<file path="src/rtl/pipeline_hazard_ctrl_pkg.sv">
// Shared definitions for the pipeline hazard controller.
// This file holds the stack-iteration state encoding, the Iter_Num values,
// the latched stack-op class and the default register-address width. The
// decode and execute sides both use it.
package pipeline_hazard_ctrl_pkg;

  localparam int REG_ADDR_W_DEF = 3;

  // Stack-iteration FSM state encoding
  localparam logic [1:0] ST_IDLE  = 2'd0;
  localparam logic [1:0] ST_ITER2 = 2'd1;
  localparam logic [1:0] ST_ITER3 = 2'd2;

  // Iter_Num values reported to decode
  localparam logic [1:0] ITER_NUM_FIRST  = 2'd0;
  localparam logic [1:0] ITER_NUM_SECOND = 2'd1;
  localparam logic [1:0] ITER_NUM_THIRD  = 2'd2;

  typedef enum logic [1:0] {
    OP_NONE = 2'd0,
    OP_CALL = 2'd1,
    OP_RET  = 2'd2,
    OP_RTI  = 2'd3
  } stack_op_e;

  function automatic logic [1:0] iter_num_of(input logic [1:0] state);
    case (state)
      ST_ITER2: iter_num_of = ITER_NUM_SECOND;
      ST_ITER3: iter_num_of = ITER_NUM_THIRD;
      default:  iter_num_of = ITER_NUM_FIRST;
    endcase
  endfunction

endpackage

</file>
<file path="src/rtl/pipeline_hazard_ctrl_stack_iter_fsm.sv">
// Multi-iteration sequencer for CALL / RET / RTI.
// CALL and RET issue twice. RTI issues three times. The op class is captured
// when the sequence starts, so later changes on Dec_* have no effect on it.
//
// Ports:
//   clk, rst       clock, synchronous active-high reset
//   dec_valid      decode holds a valid instruction
//   dec_call/ret/rti  decoded multi-iteration stack op
//   taken          branch taken in execute: abort the sequence to IDLE
//   load_use       load-use stall: hold the current state
//   in_seq         FSM is in ITER2 or ITER3
//   iter_num       0 / 1 / 2 for the first / second / third iteration
//
// state | meaning
// ------+-----------------------------------------------
// IDLE  | no sequence; first iteration issues from decode
// ITER2 | second iteration of CALL/RET/RTI
// ITER3 | third iteration (RTI only)
module stack_iter_fsm
  import pipeline_hazard_ctrl_pkg::*;
(
  input  logic       clk,
  input  logic       rst,
  input  logic       dec_valid,
  input  logic       dec_call,
  input  logic       dec_ret,
  input  logic       dec_rti,
  input  logic       taken,
  input  logic       load_use,
  output logic       in_seq,
  output logic [1:0] iter_num
);

  logic [1:0] state_q, state_d;
  stack_op_e  op_q, op_d;

  always_comb begin
    state_d = state_q;
    op_d    = op_q;
    if (taken) begin
      state_d = ST_IDLE;
    end else if (!load_use) begin
      case (state_q)
        ST_IDLE: begin
          if (dec_valid && (dec_call || dec_ret || dec_rti)) begin
            state_d = ST_ITER2;
            op_d    = dec_rti ? OP_RTI : (dec_ret ? OP_RET : OP_CALL);
          end
        end
        ST_ITER2: state_d = (op_q == OP_RTI) ? ST_ITER3 : ST_IDLE;
        ST_ITER3: state_d = ST_IDLE;
        default:  state_d = ST_IDLE;
      endcase
    end
  end

  always_ff @(posedge clk) begin
    if (rst) begin
      state_q <= ST_IDLE;
      op_q    <= OP_NONE;
    end else begin
      state_q <= state_d;
      op_q    <= op_d;
    end
  end

  assign in_seq   = (state_q != ST_IDLE);
  assign iter_num = iter_num_of(state_q);

endmodule

</file>
<file path="src/rtl/pipeline_hazard_ctrl.sv">
// Pipeline hazard controller.
// This module detects load-use hazards and taken jumps, and drives the stall,
// bubble and flush controls. It also sequences the multi-iteration stack ops
// through stack_iter_fsm.
//
// Ports:
//   CLK, Reset                      clock, synchronous active-high reset
//   Dec_*                           decode-stage instruction info
//   Ex_MemRead, Ex_WB, Ex_RdstAddr  execute-stage load info
//   Ex_JMP/JZ/JN/JC, ZF/NF/CF       execute-stage jump type and flags
//   Stall_PC, Stall_IFID, Bubble_EX stall and bubble controls
//   Flush_IFID, Flush_IDEX          wrong-path squash
//   ScndIteration, Iter_Num         stack-iteration status
//   PrvsStackOp                     a stack op issued in the previous cycle
module pipeline_hazard_ctrl
  import pipeline_hazard_ctrl_pkg::*;
#(
  parameter int REG_ADDR_W = REG_ADDR_W_DEF
) (
  input  logic                  CLK,
  input  logic                  Reset,
  input  logic                  Dec_Valid,
  input  logic                  Dec_CALL,
  input  logic                  Dec_RET,
  input  logic                  Dec_RTI,
  input  logic                  Dec_PUSH,
  input  logic                  Dec_POP,
  input  logic                  Dec_UseRsrc,
  input  logic                  Dec_UseRdst,
  input  logic [REG_ADDR_W-1:0] Dec_RsrcAddr,
  input  logic [REG_ADDR_W-1:0] Dec_RdstAddr,
  input  logic                  Ex_MemRead,
  input  logic                  Ex_WB,
  input  logic [REG_ADDR_W-1:0] Ex_RdstAddr,
  input  logic                  Ex_JMP,
  input  logic                  Ex_JZ,
  input  logic                  Ex_JN,
  input  logic                  Ex_JC,
  input  logic                  ZF,
  input  logic                  NF,
  input  logic                  CF,
  output logic                  Stall_PC,
  output logic                  Stall_IFID,
  output logic                  Bubble_EX,
  output logic                  Flush_IFID,
  output logic                  Flush_IDEX,
  output logic                  ScndIteration,
  output logic [1:0]            Iter_Num,
  output logic                  PrvsStackOp
);

  logic taken;
  logic load_use;
  logic in_seq;
  logic stack_op_dec;
  logic stall;
  logic prvs_stack_op_q, prvs_stack_op_d;

  always_comb begin
    taken = Ex_JMP | (Ex_JZ & ZF) | (Ex_JN & NF) | (Ex_JC & CF);
    load_use = Ex_MemRead & Ex_WB & Dec_Valid &
               ((Dec_UseRsrc & (Dec_RsrcAddr == Ex_RdstAddr)) |
                (Dec_UseRdst & (Dec_RdstAddr == Ex_RdstAddr)));
    stack_op_dec = Dec_Valid & (Dec_CALL | Dec_RET | Dec_RTI | Dec_PUSH | Dec_POP);
    // A taken jump overrides every stall source; the flush wins.
    stall = !taken && (load_use || in_seq);
    // A stack op leaves decode in any iteration. In IDLE the first issue is
    // taken from decode; in ITER2/ITER3 the later iterations of the held op
    // issue. The issue does not count if a load-use stall or a flush stops it.
    prvs_stack_op_d = !taken && !load_use && (in_seq || stack_op_dec);
  end

  stack_iter_fsm u_stack_iter_fsm (
    .clk       (CLK),
    .rst       (Reset),
    .dec_valid (Dec_Valid),
    .dec_call  (Dec_CALL),
    .dec_ret   (Dec_RET),
    .dec_rti   (Dec_RTI),
    .taken     (taken),
    .load_use  (load_use),
    .in_seq    (in_seq),
    .iter_num  (Iter_Num)
  );

  always_ff @(posedge CLK) begin
    if (Reset) prvs_stack_op_q <= 1'b0;
    else       prvs_stack_op_q <= prvs_stack_op_d;
  end

  assign Stall_PC      = stall;
  assign Stall_IFID    = stall;
  assign Bubble_EX     = !taken && load_use;
  assign Flush_IFID    = taken;
  assign Flush_IDEX    = taken;
  assign ScndIteration = in_seq;
  assign PrvsStackOp   = prvs_stack_op_q;

endmodule
</file>
<file path="config.mk">
export PLATFORM = sky130hd
export DESIGN_NAME = pipeline_hazard_ctrl
export DESIGN_NICKNAME = d
export VERILOG_FILES = /design/src/rtl/pipeline_hazard_ctrl_pkg.sv /design/src/rtl/pipeline_hazard_ctrl_stack_iter_fsm.sv /design/src/rtl/pipeline_hazard_ctrl.sv
export SDC_FILE = /design/constraint.sdc
export NUM_CORES = 1
export LEC_CHECK = 0
export CELL_PAD_IN_SITES_DETAIL_PLACEMENT = 2
export CELL_PAD_IN_SITES_GLOBAL_PLACEMENT = 2
export CORE_UTILIZATION = 30
export CTS_BUF_LIST = sky130_fd_sc_hd__clkbuf_8
export CTS_CLUSTER_DIAMETER = 200
export DETAILED_ROUTE_END_ITERATION = 8
export DONT_BUFFER_PORTS = 1
export PLACE_DENSITY_LB_ADDON = 0.1
export REMOVE_ABC_BUFFERS = 1
export SLEW_MARGIN = 20
export SYNTH_ARGS = -nofsm -noshare
export SYNTH_HDL_FRONTEND = slang
export SYNTH_HIERARCHICAL = 1
export SYNTH_SLANG_ARGS = --single-unit
</file>
<file path="constraint.sdc">
create_clock -name CLK -period 2.23 [get_ports CLK]
set_input_delay 0.446 -clock CLK [delete_from_list [all_inputs] [get_ports CLK]]
set_output_delay 0.446 -clock CLK [all_outputs]
set_load 0.01 [all_outputs]
</file>
## Yosys cells after proc, flatten, opt, wreduce, memory -nomap -nowiden

Cells that the tools add are included.

- Register bits: 5
- Output and inout port bits: 9
- Bits of input ports: 28
- Word-level logic and storage cells: 50

- Bitwise operators: 19
- Eq/ne operators: 6
- Mux-type cells: 6
- Reductions and logical operators: 16

Operators with widths:

| kind | number |
|---|---|
| $and 1x1->1 | 9 |
| $mux 2 | 4 |
| $or 1x1->1 | 8 |
| $pmux 2 s2 | 2 |
| $eq 3x3->1 | 2 |
| $logic_and 1x1->1 | 5 |
| $eq 2x2->1 const B | 2 |
| $logic_or 1x1->1 | 4 |
| $reduce_and 4->1 | 1 |
| $eq 2x1->1 const B | 1 |
| $logic_not 1->1 | 2 |
| $logic_not 2->1 | 1 |
| $ne 2x1->1 const B | 1 |
| $not 1->1 | 2 |
| $reduce_and 2->1 | 1 |
| $reduce_bool 2->1 | 1 |
| $reduce_or 2->1 | 1 |

## Depth between registers and ports, before layout

Gate-level depths: netlist of run 1.

- Depth after elaboration: 7
- Depth in mapped cells: 7
- Gate-level depth less buffers: 7

## Hierarchy

The synthesis of run 1 kept the hierarchy.

Modules (own cells, without submodules):

| module | cells each | seq. area each (µm²) | area each (µm²) | instances |
|---|---|---|---|---|
| stack_iter_fsm | 24 | 80.1 | 221.5 | 1 |
| pipeline_hazard_ctrl | 23 | 20.0 | 173.9 | 1 |

## Least setup slack after synthesis of run 1

Ideal clock, no wire load.

- Kind: in2out
- Start: in Ex_RdstAddr[1]
- End: out Stall_PC
- Cell stages on the path: 5
- Path slack: 0.432 ns
- Required time: 1.784 ns
- Arrival: 1.352 ns
- Path through: xnor2_1 nand4_1 a21o_2 a21oi_1 buf_4

- Longest elaborated chain between the ends: 6
- Elaborated cells between the ends (all ways): 8
- Those cells by class: eq/ne (2); bitwise (4); reduce/logical (2)

RTL lines:

| item | line | RTL |
|---|---|---|
| start: declaration | pipeline_hazard_ctrl.sv:34 | `input logic [REG_ADDR_W-1:0] Ex_RdstAddr,` |
| $eq 3x3->1 (on tied branches) | pipeline_hazard_ctrl.sv:62, pipeline_hazard_ctrl.sv:63 |  |
| $and 1x1->1 (on tied branches) | pipeline_hazard_ctrl.sv:62, pipeline_hazard_ctrl.sv:63 |  |
| $or 1x1->1 (*) | pipeline_hazard_ctrl.sv:62 | `((Dec_UseRsrc & (Dec_RsrcAddr == Ex_RdstAddr)) \|` |
| $and 1x1->1 (*) | pipeline_hazard_ctrl.sv:61 | `load_use = Ex_MemRead & Ex_WB & Dec_Valid &` |
| $logic_or 1x1->1 (*) | pipeline_hazard_ctrl.sv:66 | `stall = !taken && (load_use \|\| in_seq);` |
| $logic_and 1x1->1 (*) | pipeline_hazard_ctrl.sv:66 |  |
| end: declaration | pipeline_hazard_ctrl.sv:42 | `output logic Stall_PC,` |

Every way passes the cells marked *; elsewhere a longest branch is shown, timed or not.

## Final worst setup path of run 1

- Start: in Ex_RdstAddr[2]
- End: out Stall_PC

Same word-level chain as after synthesis.

==> flow_summary.yaml, run 1 <==
die:
  initial_utilization: 0.338
  core_area_mm2: 0.00117
  rows: 12
  die_x_um: 38.3
  dieArea_mm2: 0.00147
  die_height_um: 38.3
  pin_count: 37
worst_setup_path:
  crit_type: "input pin to output port"
  start_kind: "input pin"
  cp_data_arrival_time_ps: 1390
  path_max_fanout: 3
  required_ps: 1780
  cp-end-kind: "output port"
place:
  numPlacedInstances: 60
  portBuffers: 0
  dp_hpwl_um: 1020
  placed_area_um2: 405
  dp_worst_setup_slack_ps: 381
  gp_congestion: 0.688
synthesis:
  ys_types: 25
  synth_most_common_cell: "xnor2_1"
  synth-seq-cells: 5
  yosys-top-cells-count: "xnor2_1, dfxtp_1"
  ys_seq_area_frac: 0.253
  synth_ff_type: "dfxtp_1"
  synth_top_area_frac: 0.253
  avgSynthCellArea_um2: 8.41
  syn-cell-area_um2: 395
  synth_top_cell_by_area: "dfxtp_1"
  yosys-top-cells-area: "dfxtp_1, xnor2_1, nand4_1"
  synth_edf_count: 0
  yosysWarnings: 6
  ys_async_sr_fraction: 0
  synthCells: 47
cts:
  cts_made_buffers: 3
  htree_num_levels: 1
  post_cts.repair.setup_buffers: 0
  clockBufferDepth: 2
  clock_latency_ps: 220
  clk_pin_slew_worst_paths_ps: 40
  cts_tree: "yes"
  hold_buffers: 0
  clockRootBuffer: "clkbuf_8"
  ctsResizeCount: 0
  clkSinkCount: 5
finish:
  final_util: 0.385
  area_growth_pct: 13.9
  drive_gt1_frac: 0.240
  layout.nets: 79
  n_antenna_cell: 0
  final_cells: 64
  fillers: 150
  design_area_um2: 450
timing:
  period_share: 0.821
  hold-worst-slack_ps: 287
  slew_headroom: 0.695
  tns_ps: 0
  maxSlewViolCount: 0
  final-setup-viol-count: 0
  min_period_ps: 1830
  timing.final.ws_setup_ps: 398
  hold_viol: 0
  clock-skew-final_ps: 1.87
  worst_pin_slew_ps: 459
  timing.fmax_ghz: 0.546
  rsz0062_at_grt: "no"
global_route:
  grt_pass1_wl_um: 1800
  grt_max_degree: 8
  grt_remaining_overflow: 0
  track_usage: 0.191
  grt_pass1_vias: 409
  antenna_found_initial: 0
routing:
  num_vias: 370
  vias_per_cell: 5.78
  final_antenna_net_count: 0
  wl_um: 1180
  wl_per_cell_um: 18.5
  drt_iter0_markers: 4
  drtPass1Iterations: 2
  drc: 0
hold_path:
  hp-class: "input pin to flip-flop"
power_and_ir_drop:
  powerDensity_mw_per_mm2: 668
  p_leak_nw: 0.155
  power_mw: 0.301
  ir_worst_vdd_v: 0.000241
flow_run:
  drv_cap: 0
run_status:
  status: "complete, no violations"
## cell type report
cell class / count / area [µm²] / area share
clock buffer: 3 / 41.3 / 0.0917
multi-input combinational: 36 / 265 / 0.589
tap: 14 / 17.5 / 0.0389
clock inverter: 1 / 3.75 / 0.00833
inverter: 4 / 15.0 / 0.0333
timing repair buffer: 1 / 7.51 / 0.0167
sequential: 5 / 100 / 0.222
## layout by cell type (no fill, tap or decap)
cell,synthesis,layout
nor3_1,1,1
a211oi_1,1,1
o211ai_1,2,2
a211oi_2,1,1
inv_2,1,1
nand3_1,1,1
clkbuf_8,0,3
and4b_1,1,1
o21ai_0,1,1
a21o_2,1,1
nor3b_4,1,1
nand2_1,3,3
a31o_2,1,1
xnor2_1,6,6
a2111oi_2,1,1
nand4_1,3,3
and2b_1,2,2
buf_4,2,1
a22oi_1,1,1
or4_1,1,1
a21oi_1,3,3
a31oi_1,1,1
nor2_1,2,2
inv_1,3,4
dfxtp_1,5,5
or2_2,2,2
## layer usage
layer	vias to the layer above	track usage	wire, µm
li1	178	-	-
met1	172	0.181	402
met2	20	0.360	685
met3	0	0.0698	96
met4	0	0.0804	0
met5	-	0	0
## state kept, by name, summed over array words and instances (netlist names)
name	flops
PrvsStackOp	1
u_stack_iter_fsm/op_q	2
u_stack_iter_fsm/state_q	2
## path summary, 6_finish.rpt
path,end,startpoint,depth (start not counted),slack [ps]
min reg2reg,u_stack_iter_fsm/state_q[1],u_stack_iter_fsm/op_q[1],2,500
max,Stall_PC,Ex_RdstAddr[2],4,400
max reg2reg,u_stack_iter_fsm/state_q[0],u_stack_iter_fsm/state_q[1],3,1090
min,u_stack_iter_fsm/state_q[0],Reset,1,290
## cells by family (layout without fill, tap and decap cells)
family	after synthesis	in the layout	synth area share
AO/OA/AOI/OAI	13	13	0.256
XOR/XNOR	6	6	0.133
flip-flops	5	5	0.253
buffers and inverters	6	9	0.0759
AND/OR/NAND/NOR	17	17	0.282
## worst max-delay path, stage by stage
cell,delay [ps]
xnor2_1,180
nand4_1,110
a21o_2,240
a21oi_1,400
## where the power goes
| group | switching (mW) | internal (mW) | total (mW) |
|---|---|---|---|
| clock | 0.0488 | 0.118 | 0.167 |
| combinational | 0.0193 | 0.0195 | 0.0389 |
| sequential | 0.00224 | 0.0928 | 0.0950 |
Note: power is estimated with default switching activity, not from simulation.
==> run 2, diff against run 1 <==
--- a/config.mk
+++ b/config.mk
@@ -5,9 +5,10 @@
 export SDC_FILE = /design/constraint.sdc
 export NUM_CORES = 1
 export LEC_CHECK = 0
+export ABC_AREA = 1
 export CELL_PAD_IN_SITES_DETAIL_PLACEMENT = 2
 export CELL_PAD_IN_SITES_GLOBAL_PLACEMENT = 2
-export CORE_UTILIZATION = 30
+export CORE_UTILIZATION = 24
 export CTS_BUF_LIST = sky130_fd_sc_hd__clkbuf_8
 export CTS_CLUSTER_DIAMETER = 200
 export DETAILED_ROUTE_END_ITERATION = 8
==> constraint.sdc (replaced) <==
create_clock -name CLK -period 1.6 [get_ports CLK]
set_input_delay 0.32 -clock CLK [delete_from_list [all_inputs] [get_ports CLK]]
set_output_delay 0.32 -clock CLK [all_outputs]
set_load 0.01 [all_outputs]
==> run 2 against run 1 <==
Compared with the run above: synthesized cell count is 110% higher; register-to-register slack lost 480 ps; flip-flop and latch count unchanged; utilization fell by 9.0 points; critical path depth did not move; design area increased by 29%; clock skew down 1.8 ps; worst hold slack got worse by 33 ps; global-route usage shrank 6.8 points; combinational power up 93%; critical endpoint is now Stall_IFID; highest routed layer unchanged.
==> flow_summary.yaml, run 2 <==
timing:
  min_period_ps: 1400
  maxSlewViolCount: 0
  final-setup-viol-count: 0
  timing.fmax_ghz: 0.713
  period_share: 0.876
  timing.final.ws_setup_ps: 198
  clock-skew-final_ps: 0.102
  tns_ps: 0
  worst_pin_slew_ps: 204
  hold-worst-slack_ps: 254
  hold_viol: 0
  slew_headroom: 0.864
  rsz0062_at_grt: "no"
place:
  dp_hpwl_um: 1250
  portBuffers: 0
  dp_worst_setup_slack_ps: 127
  gp_congestion: 0.639
  numPlacedInstances: 123
hold_path:
  hp-class: "input pin to flip-flop"
cts:
  cts_made_buffers: 3
  post_cts.repair.setup_buffers: 0
  clockRootBuffer: "clkbuf_8"
  clkSinkCount: 5
  clock_latency_ps: 220
  cts_tree: "yes"
  ctsResizeCount: 0
  clockBufferDepth: 2
  clk_pin_slew_worst_paths_ps: 40
  htree_num_levels: 1
  hold_buffers: 0
flow_run:
  drv_cap: 0
die:
  dieArea_mm2: 0.00232
  core_area_mm2: 0.00198
  rows: 16
  die_height_um: 48.2
  die_x_um: 48.2
  initial_utilization: 0.258
  pin_count: 37
global_route:
  grt_pass1_vias: 498
  track_usage: 0.124
  grt_remaining_overflow: 0
  grt_pass1_wl_um: 1950
  antenna_found_initial: 0
  grt_max_degree: 6
synthesis:
  synth-seq-cells: 5
  synth_fa_ha_area_frac: 0
  synthXorXnorAreaFrac: 0
  synth.area.mux_share: 0
  ys_async_sr_fraction: 0
  ys_types: 16
  synth_edf_count: 0
  avgSynthCellArea_um2: 5.28
  syn-cell-area_um2: 512
  ys_seq_area_frac: 0.196
  synth_compound_area_frac: 0.0562
  synth_simple_gate_area_frac: 0.572
  yosys-top-cells-count: "nand2_1, inv_1, nor2_1"
  synthCells: 97
  synth_most_common_cell: "nand2_1"
  yosysWarnings: 6
  synth_ff_type: "dfxtp_1"
  synth_top_cell_by_area: "nand2_1"
  synth_top_area_frac: 0.257
  synth_top_family_by_area: "simple AND/OR/NAND/NOR gates"
  yosys-top-cells-area: "nand2_1, dfxtp_1, inv_1"
routing:
  drt_iter0_markers: 3
  vias_per_cell: 4.41
  final_antenna_net_count: 0
  drc: 0
  num_vias: 560
  wl_per_cell_um: 10.9
  wl_um: 1380
  drtPass1Iterations: 3
worst_setup_path:
  start_kind: "flip-flop"
  required_ps: 1280
  cp-end-kind: "output port"
  path_max_fanout: 4
  cp_data_arrival_time_ps: 1080
  crit_type: "flip-flop to output port"
finish:
  drive_gt1_frac: 0.160
  area_growth_pct: 13.9
  n_antenna_cell: 0
  final_common_cell: "nand2_1"
  layout.nets: 129
  fillers: 262
  final_cells: 127
  mostFrequentLayoutCells: "nand2_1, inv_1, nor2_1"
power_and_ir_drop:
  ir_worst_vdd_v: 0.000448
  power_mw: 0.436
  p_leak_nw: 0.337
  powerDensity_mw_per_mm2: 747
run_status:
  status: "complete, no violations"
[run 2: final cells by class]
class / instances / area, µm² / share of cell area
repair buffers: 1 / 7.51 / 0.0129
clock buffers: 3 / 41.3 / 0.0708
clock inverters: 1 / 3.75 / 0.00644
well taps: 27 / 33.8 / 0.0579
multi-input cells: 70 / 322 / 0.552
flip-flops and latches: 5 / 100 / 0.172
inverters: 20 / 75.1 / 0.129
[run 2: through the flow]
step / util / area, µm²
2_1_floorplan: - / 497
3_3_place_gp: 0.271 / 538
3_5_place_dp: 0.271 / 538
4_1_cts: 0.294 / 583
5_1_grt: 0.294 / 583
6_report: 0.294 / 583
[run 2: path summary, 6_finish.rpt]
kind	startpoint	slack (ps)	cells after the start	to
setup / recovery	u_stack_iter_fsm/state_q[0]	200	4	Stall_IFID
hold / removal	Reset	250	3	u_stack_iter_fsm/state_q[1]
setup reg to reg	u_stack_iter_fsm/state_q[0]	610	6	PrvsStackOp
hold reg to reg	u_stack_iter_fsm/op_q[0]	490	2	u_stack_iter_fsm/op_q[0]
[run 2: report_power, final]
part	internal, mW	switching [mW]	leakage [nW]
logic	0.0288	0.0462	0.269
registers	0.130	0.00336	0.0406
clock network	0.165	0.0629	0.0269
total	0.323	0.112	0.337
[run 2: kinds of logic (layout without fill, tap and decap cells)]
group,count (synthesis),count (layout)
and+or+nand+nor,65,65
AOI/OAI and AO/OA,5,5
buffers and inverters,22,25
DFF,5,5
[run 2: per-layer routing]
layer  vias to the layer above  track usage  part of all wire
met1                       251        0.132              0.39
met2                        25        0.235              0.53
met3                         0       0.0556             0.077
met4                         0            0                 0
li1                        284            -                 -
met5                         -            0                 0
[run 2: critical path: stages (launching register included)]
cell and delay (ps):
dfxtp_1 420, nor2_4 60, inv_1 140, nand2_1 70, nand2_1 170
==> run 3, diff against run 2 <==
==> constraint.sdc (replaced) <==
create_clock -name CLK -period 1.6 [get_ports CLK]
set_input_delay 0.24 -clock CLK [delete_from_list [all_inputs] [get_ports CLK]]
set_output_delay 0.24 -clock CLK [all_outputs]
set_load 0.01 [all_outputs]
==> run 3 against run 2 <==
Compared with the run above: clock power rose by 2%; die area is the same; critical path depth stayed put; sequential share of layout area is 0.22 points higher; worst hold slack worse by 79 ps; critical path type unchanged.
==> flow_summary.yaml, run 3 (synthesis gave the netlist of run 2 again) <==
die:
  rows: 16
  pin_count: 37
  die_x_um: 48.2
  initial_utilization: 0.258
  dieArea_mm2: 0.00232
  die_height_um: 48.2
  core_area_mm2: 0.00198
timing:
  period_share: 0.835
  hold_viol: 0
  timing.final.ws_setup_ps: 263
  worst_pin_slew_ps: 209
  maxSlewViolCount: 0
  slew_headroom: 0.860
  clock-skew-final_ps: 1.50
  tns_ps: 0
  final-setup-viol-count: 0
  timing.fmax_ghz: 0.748
  min_period_ps: 1340
  rsz0062_at_grt: "no"
hold_path:
  hp-class: "input pin to flip-flop"
  holdPathStages: 3
  hold_end: "u_stack_iter_fsm/state_q[1]"
  hp-start: "Reset"
global_route:
  grt_pass1_vias: 532
  grt_max_degree: 7
  grt_use_met1: 0.123
  gr-usage-met3: 0.0407
  grt_pass1_wl_um: 1950
  grtUsageMet2: 0.227
  antenna_found_initial: 0
  gr-max-usage-layer: "met2"
  grt_remaining_overflow: 0
  track_usage: 0.120
routing:
  drc: 0
  num_vias: 559
  vias_per_cell: 4.44
  drtPass1Iterations: 2
  wl_um: 1380
  wl_per_cell_um: 10.9
  drt_iter0_markers: 2
  final_antenna_net_count: 0
cts:
  clk_pin_slew_worst_paths_ps: 40
  clockRootBuffer: "clkbuf_8"
  clkSinkCount: 5
  clock_latency_ps: 220
  ctsResizeCount: 0
  hold_buffers: 0
  cts_made_buffers: 3
  cts_tree: "yes"
  htree_num_levels: 1
  clockBufferDepth: 2
  post_cts.repair.setup_buffers: 0
worst_setup_path:
  crit_type: "flip-flop to output port"
  r2r_end: "PrvsStackOp"
  start_kind: "flip-flop"
  rr_worst_depth: 6
  path_max_fanout: 4
  cp_data_arrival_time_ps: 1100
  cp-end-kind: "output port"
  rr_startpoint: "u_stack_iter_fsm/state_q[0]"
  required_ps: 1360
  r2r_slack_ps: 600
finish:
  final_common_cell: "nand2_1"
  drive_gt1_frac: 0.152
  fillers: 265
  layout.nets: 128
  n_antenna_cell: 0
  final_cells: 126
  mostFrequentLayoutCells: "nand2_1, inv_1, nor2_1"
  area_growth_pct: 12.5
power_and_ir_drop:
  p_leak_nw: 0.332
  ir_worst_vdd_v: 0.000298
  power_mw: 0.438
  powerDensity_mw_per_mm2: 761
place:
  portBuffers: 0
  numPlacedInstances: 122
  gp_congestion: 0.671
  dp_worst_setup_slack_ps: 216
  dp_hpwl_um: 1240
run_status:
  status: "complete, no violations"
flow_run:
  drv_cap: 0
[run 3: cell count changes in the layout (fill, tap and decap cells not counted), sizes merged]
cell,change
buf,-1
[run 3: report_power, final]
part / leakage (nW) / total (mW) / switching, mW / internal, mW
Clock: 0.0269 / 0.232 / 0.0669 / 0.165
Combinational: 0.265 / 0.0731 / 0.0462 / 0.0269
Sequential: 0.0406 / 0.133 / 0.00351 / 0.130
Total: 0.332 / 0.438 / 0.117 / 0.321
[run 3: layer usage]
layer,vias to the layer above,part of all wire
met3,0,0.049
met1,256,0.43
met2,20,0.52
met5,-,0
met4,0,0
li1,283,-
[run 3: how the worst max path moves through the flow]
stage | startpoint | end | slack, ps | cells past startpoint
finish | u_stack_iter_fsm/state_q[0] | Stall_IFID | 260 | 4
global route | u_stack_iter_fsm/state_q[0] | Stall_PC | 200 | 4
CTS | u_stack_iter_fsm/state_q[0] | Stall_IFID | 250 | 4
detailed placement | Dec_RdstAddr[1] | u_stack_iter_fsm/op_q[0] | 220 | 14
global placement | Ex_RdstAddr[0] | u_stack_iter_fsm/op_q[0] | 290 | 14
floorplan | Ex_RdstAddr[0] | u_stack_iter_fsm/op_q[0] | 380 | 14
[run 3: area by class of cell]
cell class              instances  area, µm²  share of cell area
multi-input cells              70        322               0.559
well taps                      27       33.8              0.0587
inverters                      20       75.1               0.130
flip-flops and latches          5        100               0.174
clock buffers                   3       41.3              0.0717
clock inverters                 1       3.75             0.00652
[run 3: worst max-delay path, stage by stage, from the launching register on]
cell,delay [ps]
dfxtp_1,410
nor2_4,60
inv_1,150
nand2_1,80
nand2_1,170
[run 3: stage by stage]
step,cell area [µm²],hold slack [ps],utilization
6_report,576,175,0.290
2_1_floorplan,497,381,-
5_1_grt,576,188,0.290
4_1_cts,576,170,0.290
3_5_place_dp,531,409,0.268
3_3_place_gp,531,396,0.268
